### config.mk
export PLATFORM = sky130hd
export DESIGN_NAME = fetch_ctrl
export DESIGN_NICKNAME = d
export VERILOG_FILES = /design/src/rtl/fetch_ctrl_pkg.sv /design/src/rtl/fetch_ctrl_sat_counter.sv /design/src/rtl/fetch_ctrl.sv
export SDC_FILE = /design/constraint.sdc
export NUM_CORES = 1
export LEC_CHECK = 0
export CORE_MARGIN = 1.5
export CORE_UTILIZATION = 45
export CTS_CLUSTER_DIAMETER = 50
export DETAILED_ROUTE_END_ITERATION = 8
export PLACE_DENSITY = 0.77
export SYNTH_ARGS = -nofsm -noshare
export SYNTH_HDL_FRONTEND = slang
export SYNTH_SLANG_ARGS = --single-unit
### constraint.sdc
create_clock -name clk -period 3.8 [get_ports clk]
set_input_delay 0.76 -clock clk [delete_from_list [all_inputs] [get_ports clk]]
set_output_delay 0.76 -clock clk [all_outputs]
set_load 0.02 [all_outputs]
### src/rtl/fetch_ctrl_pkg.sv
// Shared types and constants for the fetch stage: IF/ID payload struct,
// fetch FSM state enum and the canonical NOP encoding.
package fetch_ctrl_pkg;

  localparam int unsigned IF_XLEN = 32;

  // addi x0, x0, 0
  localparam logic [31:0] NOP = 32'h0000_0013;

  typedef struct packed {
    logic [IF_XLEN-1:0] pc;
    logic [31:0]        instr;
    logic               valid;
  } if_reg_d;

  typedef enum logic [1:0] {
    S_FETCH,
    S_HOLD,
    S_DRAIN
  } fetch_state_e;

endpackage

### src/rtl/fetch_ctrl_sat_counter.sv
// Saturating event counter used for the fetch-stage performance counters.
module sat_counter #(
  parameter int unsigned WIDTH = 32
) (
  input  logic             clk,
  input  logic             reset,
  input  logic             inc,
  output logic [WIDTH-1:0] cnt
);

  logic [WIDTH-1:0] cnt_q;
  logic [WIDTH-1:0] cnt_d;

  // Count up on inc, stick at all-ones
  always_comb begin
    cnt_d = cnt_q;
    if (inc && (cnt_q != '1)) cnt_d = cnt_q + 1'b1;
  end

  // Counter register
  always_ff @(posedge clk or posedge reset) begin
    if (reset) cnt_q <= '0;
    else       cnt_q <= cnt_d;
  end

  assign cnt = cnt_q;

endmodule

### src/rtl/fetch_ctrl.sv
// Fetch-stage sequencer: owns the PC, issues req/ack fetches, drives the
// IF/ID register. Optional performance counters under `FETCH_PERF_EN.
module fetch_ctrl
  import fetch_ctrl_pkg::*;
#(
  parameter int unsigned      XLEN     = IF_XLEN,
  parameter logic [XLEN-1:0]  RESET_PC = '0,
  parameter logic [XLEN-1:0]  PC_STEP  = XLEN'(4)
) (
  input  logic            clk,
  input  logic            reset,
  output logic            imem_req,
  output logic [XLEN-1:0] imem_addr,
  input  logic            imem_ack,
  input  logic [31:0]     imem_rdata,
  input  logic            stall_id,
  input  logic            redirect_valid,
  input  logic [XLEN-1:0] redirect_pc,
  output logic            pc_write,
`ifdef FETCH_PERF_EN
  output logic [31:0]     perf_fetch_cnt,
  output logic [31:0]     perf_bubble_cnt,
`endif
  output if_reg_d         if_reg_in
);

  fetch_state_e    state_q, state_d;
  logic [XLEN-1:0] pc_q, pc_d;
  logic [XLEN-1:0] pend_q, pend_d;
  logic [31:0]     hold_q, hold_d;

  // State register
  always_ff @(posedge clk or posedge reset) begin
    if (reset) state_q <= S_FETCH;
    else       state_q <= state_d;
  end

  // PC, pending redirect target and held instruction
  always_ff @(posedge clk or posedge reset) begin
    if (reset) begin
      pc_q   <= RESET_PC;
      pend_q <= '0;
      hold_q <= '0;
    end else begin
      pc_q   <= pc_d;
      pend_q <= pend_d;
      hold_q <= hold_d;
    end
  end

  // Next-state and datapath update; redirect always beats stall
  always_comb begin
    state_d = state_q;
    pc_d    = pc_q;
    pend_d  = pend_q;
    hold_d  = hold_q;
    case (state_q)
      S_FETCH: begin
        if (redirect_valid) begin
          if (imem_ack) begin
            pc_d = redirect_pc;
          end else begin
            pend_d  = redirect_pc;
            state_d = S_DRAIN;
          end
        end else if (imem_ack) begin
          if (stall_id) begin
            hold_d  = imem_rdata;
            state_d = S_HOLD;
          end else begin
            pc_d = pc_q + PC_STEP;
          end
        end
      end
      S_HOLD: begin
        if (redirect_valid) begin
          pc_d    = redirect_pc;
          state_d = S_FETCH;
        end else if (!stall_id) begin
          pc_d    = pc_q + PC_STEP;
          state_d = S_FETCH;
        end
      end
      S_DRAIN: begin
        if (imem_ack) begin
          pc_d    = redirect_valid ? redirect_pc : pend_q;
          state_d = S_FETCH;
        end else if (redirect_valid) begin
          pend_d = redirect_pc;
        end
      end
      default: state_d = S_FETCH;
    endcase
  end

  // Memory request and IF/ID write; squashed slots are written as bubbles
  always_comb begin
    imem_req        = (state_q != S_HOLD);
    imem_addr       = pc_q;
    pc_write        = 1'b0;
    if_reg_in.pc    = IF_XLEN'(pc_q);
    if_reg_in.instr = NOP;
    if_reg_in.valid = 1'b0;
    case (state_q)
      S_FETCH: begin
        if (redirect_valid) begin
          pc_write = 1'b1;
        end else if (!stall_id) begin
          pc_write = 1'b1;
          if (imem_ack) begin
            if_reg_in.instr = imem_rdata;
            if_reg_in.valid = 1'b1;
          end
        end
      end
      S_HOLD: begin
        if (redirect_valid) begin
          pc_write = 1'b1;
        end else if (!stall_id) begin
          pc_write        = 1'b1;
          if_reg_in.instr = hold_q;
          if_reg_in.valid = 1'b1;
        end
      end
      S_DRAIN: pc_write = 1'b1;
      default: pc_write = 1'b0;
    endcase
    // No IF/ID writes while reset is held
    if (reset) begin
      pc_write        = 1'b0;
      if_reg_in.valid = 1'b0;
    end
  end

`ifdef FETCH_PERF_EN
  logic fetch_evt;
  logic bubble_evt;

  assign fetch_evt  = pc_write &  if_reg_in.valid;
  assign bubble_evt = pc_write & ~if_reg_in.valid;

  sat_counter #(.WIDTH(32)) u_perf_fetch (
    .clk   (clk),
    .reset (reset),
    .inc   (fetch_evt),
    .cnt   (perf_fetch_cnt)
  );

  sat_counter #(.WIDTH(32)) u_perf_bubble (
    .clk   (clk),
    .reset (reset),
    .inc   (bubble_evt),
    .cnt   (perf_bubble_cnt)
  );
`endif

endmodule
==> reports/results.md, run 1 <==
| Item | Value | Unit |
|---|---|---|
| Max Transition Viols Final | 0 | - |
| Fraction of power spent switching nets | 0.341 | - |
| Nets | 734 | - |
| Depth of the worst register-to-register path | 6 | - |
| Min-Delay Endpoint | pend_q[31] | - |
| Total design power | 0.00348 | W |
| Power Dens Cells | 473 | nW/um^2 |
| Clock skew | 0.00524 | ns |
| Routed metal-1 wire length | 6260 | um |
| Most used flip-flop cell after synthesis | sky130_fd_sc_hd__dfrtp_1 | - |
| Final critical path time including I/O delays and setup | 3.54 | ns |
| Detailed-route vias per instance | 5.81 | - |
| Clock latency on the worst-skew pair | 0.34 | ns |
| XOR/XNOR Fraction of Synth Area | 0.00641 | - |
| Final setup viols | 0 | - |
| Clock tree from TritonCTS | built | - |
| GR Util All Layers | 0.237 | - |
| Maximum number of pins on one net before global-route repair | 54 | - |
| Total clock sinks | 98 | - |
| Max-slew headroom at the worst pin | 0.514 | - |
| Number of failing hold endpoints at the final stage | 0 | - |
| Kind of end point of the critical path | output pin | - |
| Mean Syn Cell Area | 10.1 | um^2 |
| Top-level port count | 168 | - |
| Syn Std Cell Area | 5470 | um^2 |
| Full die area | 12800 | um^2 |
| CTS Hold Bufs | 0 | - |
| Basic-gate share of the synthesized area counting and, or, nand and nor cells | 0.130 | - |
| Number of buffer and inverter instances along the worst setup path | 3 | - |
| Clk network pwr share | 0.250 | - |
| Number of nets produced by synthesis | 609 | - |
| DR WL met2 | 7550 | um |
| Final std cell area, no fill | 7360 | um^2 |
| CTS H-Tree Depth | 3 | - |
| Total congestion overflow after global routing | 0 | - |
| Number of antenna violations at the first check in global routing | 0 | - |
| Kind of critical path | in2out | - |
| Switching pwr | 0.00119 | W |
| Post-DP HPWL | 10600 | um |
| Relative contribution of sequential cells to total power | 0.431 | - |
| Fraction of layout cells with a size suffix above 1 | 0.173 | - |
| Number of global-route vias before repair | 4801 | - |
| Via count | 4745 | - |
| Kind of cell adding the most delay to the critical path | buffers and inverters | - |
| Die Span Y | 113 | um |
| Flops & latches, synth | 98 | - |
| Commonest cells in the netlist | 98 x sky130_fd_sc_hd__dfrtp_1, 64 x sky130_fd_sc_hd__mux2_2, 43 x sky130_fd_sc_hd__o21ai_0 | - |
| N_diodes | 0 | - |
| CP most frequent cell | sky130_fd_sc_hd__clkdlybuf4s50_1 | - |
| Dominant combinational cell family by area after synthesis | compound AO/OA/AOI/OAI gates | - |
| Slew of the pin with the lowest slew margin | 0.726 | ns |
| Count of flip-flops with a built-in enable after synthesis | 0 | - |
| CTS root buffer | sky130_fd_sc_hd__clkbuf_16 | - |
| Number of design-rule violations left by the first detailed-router iteration | 286 | - |
| Sequential fraction of the synthesis area | 0.449 | - |
| Floorplan row count | 40 | - |
| Worst-path maximum fanout | 29 | - |
| Worst endpoint required time | 3.04 | ns |
| Horizontal extent of the die | 113 | um |
| Worst-case clock buffer depth | 2 | - |
| Non-filler instance count after layout | 816 | - |
| Worst IR Drop VDD | 0.000226 | V |
| Share of the synthesized area in compound gates (AO/OA/AOI/OAI) | 0.201 | - |
| Total iterations of the first detailed-routing run | 5 | - |
| Layout overhead on the synthesized area | 34.7 | % |
| GP Congestion | 0.871 | - |
| Max incr delay on CP | 0.61 | ns |
| Setup slack of the most critical reg-to-reg path | 1.48 | ns |
| Drt drc | 0 | - |
| Starting Density | 0.459 | - |
| Static leakage | 2.99 | nW |
| Type of the most critical hold path | reg2reg | - |
| Status | completed | - |
| Worst hold start | pend_q[31] | - |
| Share of synthesized registers carrying an async set or reset | 1.00 | - |
| Area contributors post-synth | sky130_fd_sc_hd__dfrtp_1 45%, sky130_fd_sc_hd__mux2_2 13%, sky130_fd_sc_hd__a22o_1 4.6% | - |
| Reg-to-reg critical path startpoint | imem_addr[2] | - |
| Std-Cell Core Area | 11900 | um^2 |
| Reg2reg end | imem_addr[28] | - |
| Highest routed metal layer | met4 | - |
| Biggest area consumer among synthesized cells | sky130_fd_sc_hd__dfrtp_1 | - |
| Dpl cell area | 7080 | um^2 |
| Cell with the biggest individual delay on the critical path | sky130_fd_sc_hd__and4b_2 | - |
| Wire length of the first global-routing pass | 24300 | um |
| CTS buffer count | 9 | - |
| Startpoint type of the worst setup path | primary input | - |
| Top-area cell type share of the netlist area | 0.449 | - |
| Total met3 wirelength after detailed routing | 753 | um |
| Drt wl/cell | 18.4 | um |
| Critical path launch point | stall_id | - |
| Yosys warning count | 0 | - |
| P_int | 0.00229 | W |
| Area share of fa/ha/maj cells after synthesis | 0.00229 | - |
| Port buffer count | 167 | - |
| Count of different cell masters after synthesis | 61 | - |
| Highest attainable clock frequency | 283 | MHz |
| Share of the clock period used by the worst path after layout | 0.931 | - |
| Cell with the most instances after synthesis | sky130_fd_sc_hd__dfrtp_1 | - |
| Logic gate share of total power | 0.319 | - |
| Arrival time worst endpoint | 2.78 | ns |
| Detailed Route WL | 15000 | um |
| Post-synthesis cell count | 539 | - |
| Placed Cells incl. Taps | 800 | - |
| List of cells traversed by the critical path | clkdlybuf4s50_1, inv_1, and4b_2, a22o_1, clkdlybuf4s50_1 | - |
| Multiplexer area fraction after synthesis | 0.134 | - |
| Unrepaired setup endpoints after global routing | false | - |
| Cell count of the worst hold path | 1 | - |
| CTS clock-pin slew for the worst setup and hold paths | 0.07 | ns |
| Post-detailed-route count of antenna-violating nets | 0 | - |
| Max-cap check violation count | 0 | - |
## registers in the layout, summed over array words and instances (netlist names)
register,cells
hold_q,32
imem_addr,32
pend_q,32
state_q,2
## through the flow
step | TNS (ns) | utilization | hold slack [ns] | setup slack, ns
after floorplan | 0 | - | 0.472 | 0.478
after global placement | 0 | 0.594 | 0.481 | 0.122
after detailed placement | -0.0398 | 0.594 | 0.489 | -0.0211
after CTS | 0 | 0.618 | 0.505 | 0.288
after global routing | 0 | 0.618 | 0.519 | 0.176
final | 0 | 0.618 | 0.502 | 0.263
## per-layer routing
layer / global-route usage / up-vias
met4: 0.106 / 0
li1: - / 2218
met3: 0.0343 / 28
met1: 0.308 / 2341
met5: 0 / -
met2: 0.394 / 158
## cells by family after synthesis
family / count (synthesis)
buf+inv: 79
fa+ha+maj: 1
mux: 65
simple gates: 129
flops: 98
compound gates: 163
xor+xnor: 4
## placed cells by master (no fill, tap or decap), drive strengths merged, types with 5 or more instances in the layout
cell           synthesis  layout
a21oi                 41      41
clkbuf                24       9
nand2                 35      35
a31oi                  5       5
nand3                 10      10
o22a                   5       5
a22o                  29      29
nor3                   6       6
o21ai                 44      44
and3                  16      16
buf                   46      18
mux2                  64      64
inv                    9      12
dfrtp                 98      98
nor2                  32      32
nand4                  9       9
clkdlybuf4s50          0     166
## final cells by class
type                            instances  area, um^2
Fill cell                             997        4550
Multi-Input combinational cell        362        2600
Sequential cell                        98        2450
Timing Repair Buffer                  184        1810
Clock buffer                            9         225
Tap cell                              147         184
Clock inverter                          7        60.1
Inverter                                9        36.3
## power by group through the flow
stage	clock, W	combinational [W]	sequential, W
finish	0.000871	0.00111	0.00150
global route	0.000934	0.00119	0.00153
CTS	0.000886	0.00112	0.00150
detailed placement	0	0.00111	0.00152
global placement	0	0.00109	0.00150
floorplan	0	0.000638	0.00153
## worst max-delay path by stage
stage | endpoint | slack (ns) | cells past startpoint
2_1_floorplan | hold_q[0] | 0.48 | 1
3_3_place_gp | if_reg_in[16] | 0.12 | 5
4_1_cts | if_reg_in[29] | 0.29 | 5
5_1_grt | if_reg_in[29] | 0.18 | 5
6_report | if_reg_in[29] | 0.26 | 5
3_5_place_dp | if_reg_in[29] | -0.02 | 5
## repair_timing
item                                    in CTS  in global routing
buffers inserted                             0                  0
endpoints found under the setup margin       5                  0
resized for setup                            1                  0
(Power assumes the default switching activity.)
==> inputs of run 2 (changes only) <==
--- a/config.mk
+++ b/config.mk
@@ -10,6 +10,7 @@
 export CTS_CLUSTER_DIAMETER = 50
 export DETAILED_ROUTE_END_ITERATION = 8
 export PLACE_DENSITY = 0.77
+export SKIP_LAST_GASP = 1
 export SYNTH_ARGS = -nofsm -noshare
 export SYNTH_HDL_FRONTEND = slang
 export SYNTH_SLANG_ARGS = --single-unit
==> results of run 2 <==
No change in the layout: final DEF, timing and power equal those of run 1.
